--- config.mk ---
export PLATFORM = sky130hd
export DESIGN_NAME = exec_datapath
export DESIGN_NICKNAME = d
export VERILOG_FILES = /design/src/rtl/exec_pkg.sv /design/src/rtl/dp_dmem.sv /design/src/rtl/exec_datapath.sv
export SDC_FILE = /design/constraint.sdc
export NUM_CORES = 1
export LEC_CHECK = 0
export CORE_MARGIN = 2
export CORE_UTILIZATION = 45
export DETAILED_ROUTE_END_ITERATION = 10
export GPL_TIMING_DRIVEN = 1
export SLEW_MARGIN = 10
export SYNTH_ARGS = -nofsm -noshare
export SYNTH_HDL_FRONTEND = slang
export SYNTH_HIERARCHICAL = 1
export SYNTH_SLANG_ARGS = --single-unit
--- constraint.sdc ---
create_clock -name clk -period 4.7 [get_ports clk]
set_clock_uncertainty 0.15 [all_clocks]
set_input_delay 0.94 -clock clk [delete_from_list [all_inputs] [get_ports clk]]
set_output_delay 0.94 -clock clk [all_outputs]
set_load 0.1 [all_outputs]
--- src/rtl/exec_pkg.sv ---
// Shared definitions for the execute datapath: opcodes, store-FSM states and
// command-bundle sizing.
package exec_pkg;

   localparam logic [3:0] OP_ADD   = 4'd0;
   localparam logic [3:0] OP_SUB   = 4'd1;
   localparam logic [3:0] OP_AND   = 4'd2;
   localparam logic [3:0] OP_OR    = 4'd3;
   localparam logic [3:0] OP_XOR   = 4'd4;
   localparam logic [3:0] OP_NOTA  = 4'd5;
   localparam logic [3:0] OP_SHL   = 4'd6;
   localparam logic [3:0] OP_SHR   = 4'd7;
   localparam logic [3:0] OP_PASSB = 4'd8;
   localparam logic [3:0] OP_NOP   = 4'b1111;

   typedef enum logic [1:0] {
      WR_IDLE  = 2'd0,
      WR_ARMED = 2'd1,
      WR_DONE  = 2'd2
   } wr_state_t;

   // opcode(4) + sel1 + sel3 + w_r
   localparam int CMD_CTRL_W = 7;

   function automatic int cmd_width(input int dw);
      return 3 * dw + CMD_CTRL_W;
   endfunction

endpackage

--- src/rtl/dp_dmem.sv ---
// Data memory: synchronous read (read-before-write), synchronous write,
// synchronous clear of every word and of the read register.
module dp_dmem #(
   parameter int DATA_WIDTH = 8,
   parameter int ADDR_BITS  = 5
) (
   input  logic                  clk,
   input  logic                  clr,
   input  logic                  we,
   input  logic [ADDR_BITS-1:0]  addr,
   input  logic [DATA_WIDTH-1:0] wdata,
   output logic [DATA_WIDTH-1:0] rdata
);

   localparam int DEPTH = 1 << ADDR_BITS;

   logic [DATA_WIDTH-1:0] mem [DEPTH];

   always_ff @(posedge clk) begin
      if (clr) begin
         for (int i = 0; i < DEPTH; i++) begin
            mem[i] <= '0;
         end
         rdata <= '0;
      end else begin
         rdata <= mem[addr];
         if (we) begin
            mem[addr] <= wdata;
         end
      end
   end

endmodule

--- src/rtl/exec_datapath.sv ---
// Execute datapath: registered ALU, data memory and one-shot store FSM.
// Optional macro EXEC_DATAPATH_FLAGS_EN adds registered zero/carry flags.
//
// state    | meaning
// WR_IDLE  | no store pending
// WR_ARMED | store seen; alu_out holds its address, write once bundle is stable
// WR_DONE  | write performed; wait for the command to change
module exec_datapath
   import exec_pkg::*;
#(
   parameter int DATA_WIDTH = 8,
   parameter int ADDR_BITS  = 5
) (
   input  logic                  clk,
   input  logic                  rst,
   input  logic [DATA_WIDTH-1:0] operand1,
   input  logic [DATA_WIDTH-1:0] operand2,
   input  logic [DATA_WIDTH-1:0] offset,
   input  logic [3:0]            opcode,
   input  logic                  sel1,
   input  logic                  sel3,
   input  logic                  w_r,
`ifdef EXEC_DATAPATH_FLAGS_EN
   output logic                  zero_flag,
   output logic                  carry_flag,
`endif
   output logic [DATA_WIDTH-1:0] result2
);

   localparam int CMD_W = cmd_width(DATA_WIDTH);

   logic [DATA_WIDTH-1:0] alu_b;
   logic [DATA_WIDTH:0]   alu_res;
   logic [DATA_WIDTH-1:0] alu_out;
   logic [DATA_WIDTH-1:0] data_out;
   logic [CMD_W-1:0]      bundle;
   logic [CMD_W-1:0]      cmd_q;
   logic                  chg;
   logic                  mem_we;
   wr_state_t             state;

   assign alu_b = sel3 ? offset : operand2;

   // Bit DATA_WIDTH carries the carry/borrow or the bit shifted out.
   always_comb begin
      alu_res = '0;
      case (opcode)
         OP_ADD:   alu_res = {1'b0, operand1} + {1'b0, alu_b};
         OP_SUB:   alu_res = {1'b0, operand1} - {1'b0, alu_b};
         OP_AND:   alu_res = {1'b0, operand1 & alu_b};
         OP_OR:    alu_res = {1'b0, operand1 | alu_b};
         OP_XOR:   alu_res = {1'b0, operand1 ^ alu_b};
         OP_NOTA:  alu_res = {1'b0, ~operand1};
         OP_SHL:   alu_res = {operand1, 1'b0};
         OP_SHR:   alu_res = {operand1[0], 1'b0, operand1[DATA_WIDTH-1:1]};
         OP_PASSB: alu_res = {1'b0, alu_b};
         default:  alu_res = '0;
      endcase
   end

   always_ff @(posedge clk) begin
      if (rst) begin
         alu_out <= '0;
      end else if (opcode != OP_NOP) begin
         alu_out <= alu_res[DATA_WIDTH-1:0];
      end
   end

`ifdef EXEC_DATAPATH_FLAGS_EN
   always_ff @(posedge clk) begin
      if (rst) begin
         zero_flag  <= 1'b0;
         carry_flag <= 1'b0;
      end else if (opcode != OP_NOP) begin
         zero_flag  <= (alu_res[DATA_WIDTH-1:0] == '0);
         carry_flag <= alu_res[DATA_WIDTH];
      end
   end
`endif

   assign bundle = {operand1, operand2, offset, opcode, sel1, sel3, w_r};
   assign chg    = (bundle != cmd_q);
   assign mem_we = (state == WR_ARMED) && !chg;

   always_ff @(posedge clk) begin
      if (rst) begin
         cmd_q <= '0;
         state <= WR_IDLE;
      end else begin
         cmd_q <= bundle;
         case (state)
            WR_IDLE: begin
               if (w_r) state <= WR_ARMED;
            end
            WR_ARMED: begin
               if (chg) state <= w_r ? WR_ARMED : WR_IDLE;
               else     state <= WR_DONE;
            end
            WR_DONE: begin
               if (chg) state <= w_r ? WR_ARMED : WR_IDLE;
            end
            default: state <= WR_IDLE;
         endcase
      end
   end

   dp_dmem #(
      .DATA_WIDTH (DATA_WIDTH),
      .ADDR_BITS  (ADDR_BITS)
   ) u_dmem (
      .clk   (clk),
      .clr   (rst),
      .we    (mem_we),
      .addr  (alu_out[ADDR_BITS-1:0]),
      .wdata (operand2),
      .rdata (data_out)
   );

   assign result2 = sel1 ? alu_out : data_out;

endmodule

==> impl_metrics.csv, run 1 <==
group,metric,value,unit
die,coreArea,0.0334,mm2
pwr,swShare,0.243,
worst_setup_path,worstReg2RegStart,"cmd_q[0]",
worst_setup_path,crit_type,"in -> reg",
layout,seq_area,0.00867,mm2
grt,grt_max_degree,50,
worst_hold_path,whs_endpoint,"state[1]",
worst_setup_path,rr_worst_depth,10,
routing,ant_nets,0,
layout,design_area,0.0174,mm2
routing,wl_per_cell,21.7,um
grt,grt_pass1_wl,59000,um
layout,finalNonFillerCells,1786,
pwr,ir_worst_vdd,0.223,mV
placed_design,gp_congestion,0.879,
clock_network,clk_latency,510,ps
placed_design,place_area,0.0163,mm2
pwr,power.density,369,mW/mm2
yosys,synth_area,0.0152,mm2
clock_network,path_clk_slew,60,ps
clock_network,cts_tree,"done",
layout,nNetsFinal,1371,
clock_network,root_buffer,"clkbuf_16",
die,rows,67,
layout,synthToLayoutAreaGrowth,14.3,%
worst_setup_path,start_kind,"input port",
sta,max-slew-margin-rel,0.251,
sta,final_hold_viol_count,0,
die,initial_core_util,0.455,
sta,finalCriticalPeriod,4390,ps
die,die_h,188,um
yosys,synth-edff-count,256,
routing,wirelength,38800,um
clock_network,post_cts_resized,0,
routing,first_pass_iters,5,
worst_setup_path,crit_required,4750,ps
grt,track_usage,0.221,
die,pin_count,41,
sta,fin_crit_sh,0.934,
die,fp.dieW,188,um
sta,tns,0,ps
pwr,p_switching,1.56,mW
worst_setup_path,arrival,4440,ps
worst_setup_path,cp-end-kind,"register",
yosys,yosys_warnings,6,
layout,filler_cell_count,2980,
yosys,synth_nets,1310,
routing,via_count,9842,
sta,timing.hold.ws,401,ps
layout,drive_gt1_frac,0.128,
clock_network,cts_setup_buffers,0,
routing,drt-initial-drc-count,910,
worst_hold_path,hold_depth,2,
pwr,p_int,4.84,mW
grt,grt_pass1_vias,9810,
pwr,p_seq_frac,0.485,
grt,gr-total-overflow,0,
sta,tightest_slew,1120,ps
worst_hold_path,min_path_type,"reg -> reg",
pwr,share_comb_of_total_power,0.108,
yosys,syn_area_per_cell,12.1,um2
yosys,ys_seq_area_frac,0.571,
sta,max_freq,228,MHz
sta,slew_viol_final,0,
sta,setup_viol,0,
clock_network,cts_hold_buf,0,
die,die_area,0.0352,mm2
placed_design,portBuffers,40,
clock_network,cts.path.max_buffers,3,
routing,vias_per_cell,5.51,
yosys,synth-seq-cells,305,
job,maxCapViolCount,0,
worst_setup_path,slowest_stage,"nor4_1",
placed_design,dp.cells,1723,
yosys,yosys.cell_types.count,65,
sta,rsz0062_at_grt,"no",
clock_network,clock-sinks,305,
yosys,async_reset_ff_frac,0,
worst_setup_path,cpPeakStageDelay,730,ps
routing,drc,0,
pwr,leakage,6.28,nW
worst_setup_path,r2r-end,"u_dmem/mem[20][0]",
worst_setup_path,cp_max_fo,9,
grt,antenna_found_initial,0,
outcome,status,"complete, no violations",
yosys,synthFlopType,"edfxtp_1",
clock_network,cts_max_level,2,
yosys,synth_cells,1251,
layout,multi_input_area,0.00606,mm2
pwr,pwr-share-clk,0.407,
clock_network,cts_buffers,35,
worst_setup_path,path_cells,"clkdlybuf4s50_1 > xnor2_1 > nand4_1 > nor4_1 > nand2_1 > nor3b_1 > nor3b_2 > nand2b_1 > nor2_1 > buf_4 > or2_2",
worst_setup_path,r2r_slack,900,ps
worst_hold_path,hold_path.startpoint,"state[0]",
layout,insertedDiodeCount,0,
placed_design,place_hpwl,25900,um
-- placed cells by master, fill, tap and decap left out, types with 17 or more instances in the layout --
| master | instances |
|---|---|
| clkdlybuf4s50_1 | 31 |
| dfxtp_1 | 48 |
| edfxtp_1 | 256 |
| nand2_1 | 17 |
| or2_2 | 32 |
| nor2_1 | 52 |
| nor2b_1 | 22 |
| xnor2_1 | 38 |
| inv_1 | 22 |
| ha_1 | 25 |
| clkbuf_16 | 37 |
| a21oi_1 | 23 |
| nor4_1 | 19 |
| and2_1 | 260 |
| o22ai_1 | 65 |
| mux2i_1 | 141 |
| buf_4 | 72 |
-- logic make-up (layout without fill, tap and decap cells) --
group                      after synthesis  after routing  share of synthesized area
and+or+nand+nor                        492            492                      0.197
DFF                                    305            305                      0.571
muxes                                  150            150                     0.0996
AOI/OAI and AO/OA                      135            135                     0.0578
buffers and inverters                  104            191                     0.0302
xor gates and xnor gates                39             39                     0.0225
adders and majority gates               26             26                     0.0219
-- stage by stage --
step                utilization  power, mW  setup WS [ps]
floorplan                     -       3.60            871
global placement          0.488       3.84           -112
detailed placement        0.488       3.85           -195
CTS                       0.520       6.44            349
global route              0.520       6.60            137
finish                    0.520       6.40            309
-- power groups by stage --
stage	clock network, mW	registers, mW	logic (mW)
final	2.60	3.11	0.689
after global routing	2.75	3.12	0.737
after CTS	2.65	3.11	0.688
after detailed placement	0	3.16	0.684
after global placement	0	3.16	0.681
after floorplan	0	3.11	0.488
-- sequential cells by signal (all words and copies together), names as in the netlist --
name          count
alu_out           8
cmd_q            31
u_dmem/rdata      8
state             2
u_dmem/mem      256
-- synthesized netlist by cell type (12+ instances only) --
cell / n / area share
o22ai_1: 65 / 0.027
nor3_1: 16 / 0.0053
a21oi_1: 23 / 0.0076
and2_1: 260 / 0.11
buf_2: 24 / 0.0079
mux2i_1: 141 / 0.093
dfxtp_1: 49 / 0.065
ha_1: 25 / 0.021
nand2_1: 17 / 0.0042
nor4_1: 19 / 0.0078
inv_1: 22 / 0.0054
nand3_1: 12 / 0.0040
nor2_1: 52 / 0.013
nor2b_1: 22 / 0.0091
or2_2: 32 / 0.013
edfxtp_1: 256 / 0.51
clkbuf_1: 42 / 0.010
xnor2_1: 38 / 0.022
-- worst max-delay path, delay by kind of cell --
kind / cells / cell delay [ps]
xor gates and xnor gates: 1 / 160
buffers and inverters: 2 / 690
and+or+nand+nor: 8 / 2640
-- layout make-up --
class / instances / area share
sequential: 305 / 0.500
multi-input combinational: 842 / 0.349
clock buffer: 55 / 0.0590
timing repair buffer: 106 / 0.0516
tap: 448 / 0.0323
inverter: 22 / 0.00476
clock inverter: 8 / 0.00382
-- per-layer routing --
layer / share of wire / GRT usage / up-vias
met5: 0 / 0 / -
met2: 0.46 / 0.355 / 284
met1: 0.46 / 0.311 / 4840
met3: 0.047 / 0.0307 / 67
li1: - / - / 4651
met4: 0.030 / 0.0715 / 0
-- worst max-delay path by stage --
stage	start	to
6_report	w_r	u_dmem/mem[20][0]
5_1_grt	w_r	u_dmem/mem[12][5]
4_1_cts	operand2[5]	u_dmem/mem[20][0]
3_5_place_dp	operand2[5]	u_dmem/mem[20][7]
3_3_place_gp	operand2[5]	u_dmem/mem[20][5]
2_1_floorplan	sel1	u_dmem/mem[26][0]
Note: power is estimated with default switching activity, not from simulation.
==> inputs of run 2 (changes only) <==
MAX_ROUTING_LAYER = met4   (was unset)
==> run 2 against run 1 <==
Clock power barely moved; power barely moved; utilization did not move; largest cell class unchanged; hold slack got worse by 2.6 ps; worst setup slack improved by 10 ps; via count barely moved; routed wire length barely moved; register-to-register slack improved by 20 ps; first-iteration DRC count fell by 4.6%; global-route usage rose by 0.66 points; critical path type unchanged; largest power group unchanged; combinational power barely moved.
==> impl_metrics.csv, run 2 (synthesized netlist as in run 1, its figures left out) <==
group,metric,value,unit
pwr,leakage,6.28,nW
die,pin_count,41,
pwr,pwr-share-clk,0.407,
clock_network,cts_max_level,2,
layout,regMostFlops,"u_dmem/mem",
worst_setup_path,crit_required,4750,ps
sta,final_hold_viol_count,0,
job,maxCapViolCount,0,
pwr,ir_worst_vdd,0.222,mV
sta,fin_crit_sh,0.932,
outcome,status,"complete, no violations",
sta,setup_ws,319,ps
layout,insertedDiodeCount,0,
sta,slew_viol_final,0,
worst_setup_path,cp-end-kind,"register",
routing,wirelength,38700,um
grt,grt_max_degree,50,
pwr,swShare,0.243,
pwr,p_int,4.84,mW
layout,final_common_cell,"and2_1",
grt,antenna_found_initial,0,
worst_setup_path,start_kind,"input port",
layout,final_cell_mix,"260 x and2_1, 256 x edfxtp_1, 141 x mux2i_1, 72 x buf_4, 65 x o22ai_1",
die,rows,67,
clock_network,cts.path.max_buffers,3,
sta,rsz0062_at_grt,"no",
layout,nNetsFinal,1371,
worst_setup_path,crit_type,"in -> reg",
layout,seq_area,0.00867,mm2
clock_network,clk_latency,520,ps
worst_setup_path,arrival,4430,ps
sta,setup_viol,0,
layout,finalNonFillerCells,1786,
sta,tightest_slew,1120,ps
routing,drt-initial-drc-count,868,
routing,ant_nets,0,
pwr,share_comb_of_total_power,0.108,
clock_network,clock-sinks,305,
layout,drive_gt1_frac,0.128,
worst_hold_path,min_path_type,"reg -> reg",
placed_design,portBuffers,40,
pwr,power.density,368,mW/mm2
routing,vias_per_cell,5.51,
worst_setup_path,cp_max_fo,9,
grt,gr-total-overflow,0,
clock_network,post_cts_resized,0,
clock_network,path_clk_slew,60,ps
clock_network,root_buffer,"clkbuf_16",
sta,max-slew-margin-rel,0.254,
clock_network,cts_tree,"done",
routing,wl_per_cell,21.7,um
die,coreArea,0.0334,mm2
placed_design,place_hpwl,25900,um
placed_design,dp.cells,1723,
pwr,p_seq_frac,0.486,
grt,grt_pass1_wl,59000,um
sta,max_freq,228,MHz
routing,first_pass_iters,6,
layout,largest_register_ffs,256,
layout,top_regs,"u_dmem/mem: 256 flops, cmd_q: 31 flops",
placed_design,dp_slack,-195,ps
clock_network,cts_hold_buf,0,
placed_design,gp_congestion,0.894,
pwr,p_switching,1.55,mW
layout,synthToLayoutAreaGrowth,14.3,%
die,die_area,0.0352,mm2
die,initial_core_util,0.455,
clock_network,cts_buffers,35,
sta,finalCriticalPeriod,4380,ps
layout,filler_cell_count,2980,
die,fp.dieW,188,um
routing,via_count,9848,
grt,track_usage,0.228,
routing,drc,0,
sta,tns,0,ps
layout,multi_input_area,0.00606,mm2
die,die_h,188,um
clock_network,cts_setup_buffers,0,
grt,grt_pass1_vias,9813,
pwr,totalPowerFinal,6.39,mW
run 2: area by class of cell:
class / instances / area share
multi-input combinational: 842 / 0.349
inverter: 22 / 0.00476
sequential: 305 / 0.500
clock inverter: 8 / 0.00382
timing repair buffer: 106 / 0.0516
tap: 448 / 0.0323
clock buffer: 55 / 0.0590
run 2: worst max-delay path, stage by stage:
cell             delay, ps
clkdlybuf4s50_1        460
xnor2_1                230
nand4_1                260
nor4_1                 710
nand2_1                160
nor3b_1                390
nor3b_2                260
nand2b_1               360
nor2_1                 250
buf_4                  180
or2_2                  230
run 2: metal layers:
| metal | global-route usage | up-vias | wire, um |
|---|---|---|---|
| li1 | - | 4646 | - |
| met1 | 0.309 | 4843 | 17600 |
| met2 | 0.356 | 285 | 18000 |
| met3 | 0.0303 | 74 | 2000 |
| met4 | 0.0715 | 0 | 1150 |
| met5 | - | - | 0 |
run 2: power by group through the flow:
| stage | registers, mW | clock network [mW] | logic, mW |
|---|---|---|---|
| 3_3_place_gp | 3.16 | 0 | 0.681 |
| 5_1_grt | 3.12 | 2.75 | 0.736 |
| 2_1_floorplan | 3.11 | 0 | 0.488 |
| 6_report | 3.10 | 2.60 | 0.688 |
| 4_1_cts | 3.11 | 2.65 | 0.688 |
| 3_5_place_dp | 3.16 | 0 | 0.684 |
run 2: through the flow:
stage                      util  instance area (um2)  hold slack [ps]
after floorplan               -                15200              376
final                     0.520                17400              398
after detailed placement  0.488                16300              397
after CTS                 0.520                17400              403
after global placement    0.488                16300              396
after global routing      0.520                17400              437
run 2: worst paths after layout:
check             startpoint                end  slack, ps  depth (start not counted)
hold / removal      state[0]           state[1]        400                          2
setup / recovery         w_r  u_dmem/mem[20][0]        320                         11
setup reg to reg   cmd_q[20]  u_dmem/mem[20][0]        920                         10
hold reg to reg     state[0]           state[1]        400                          2
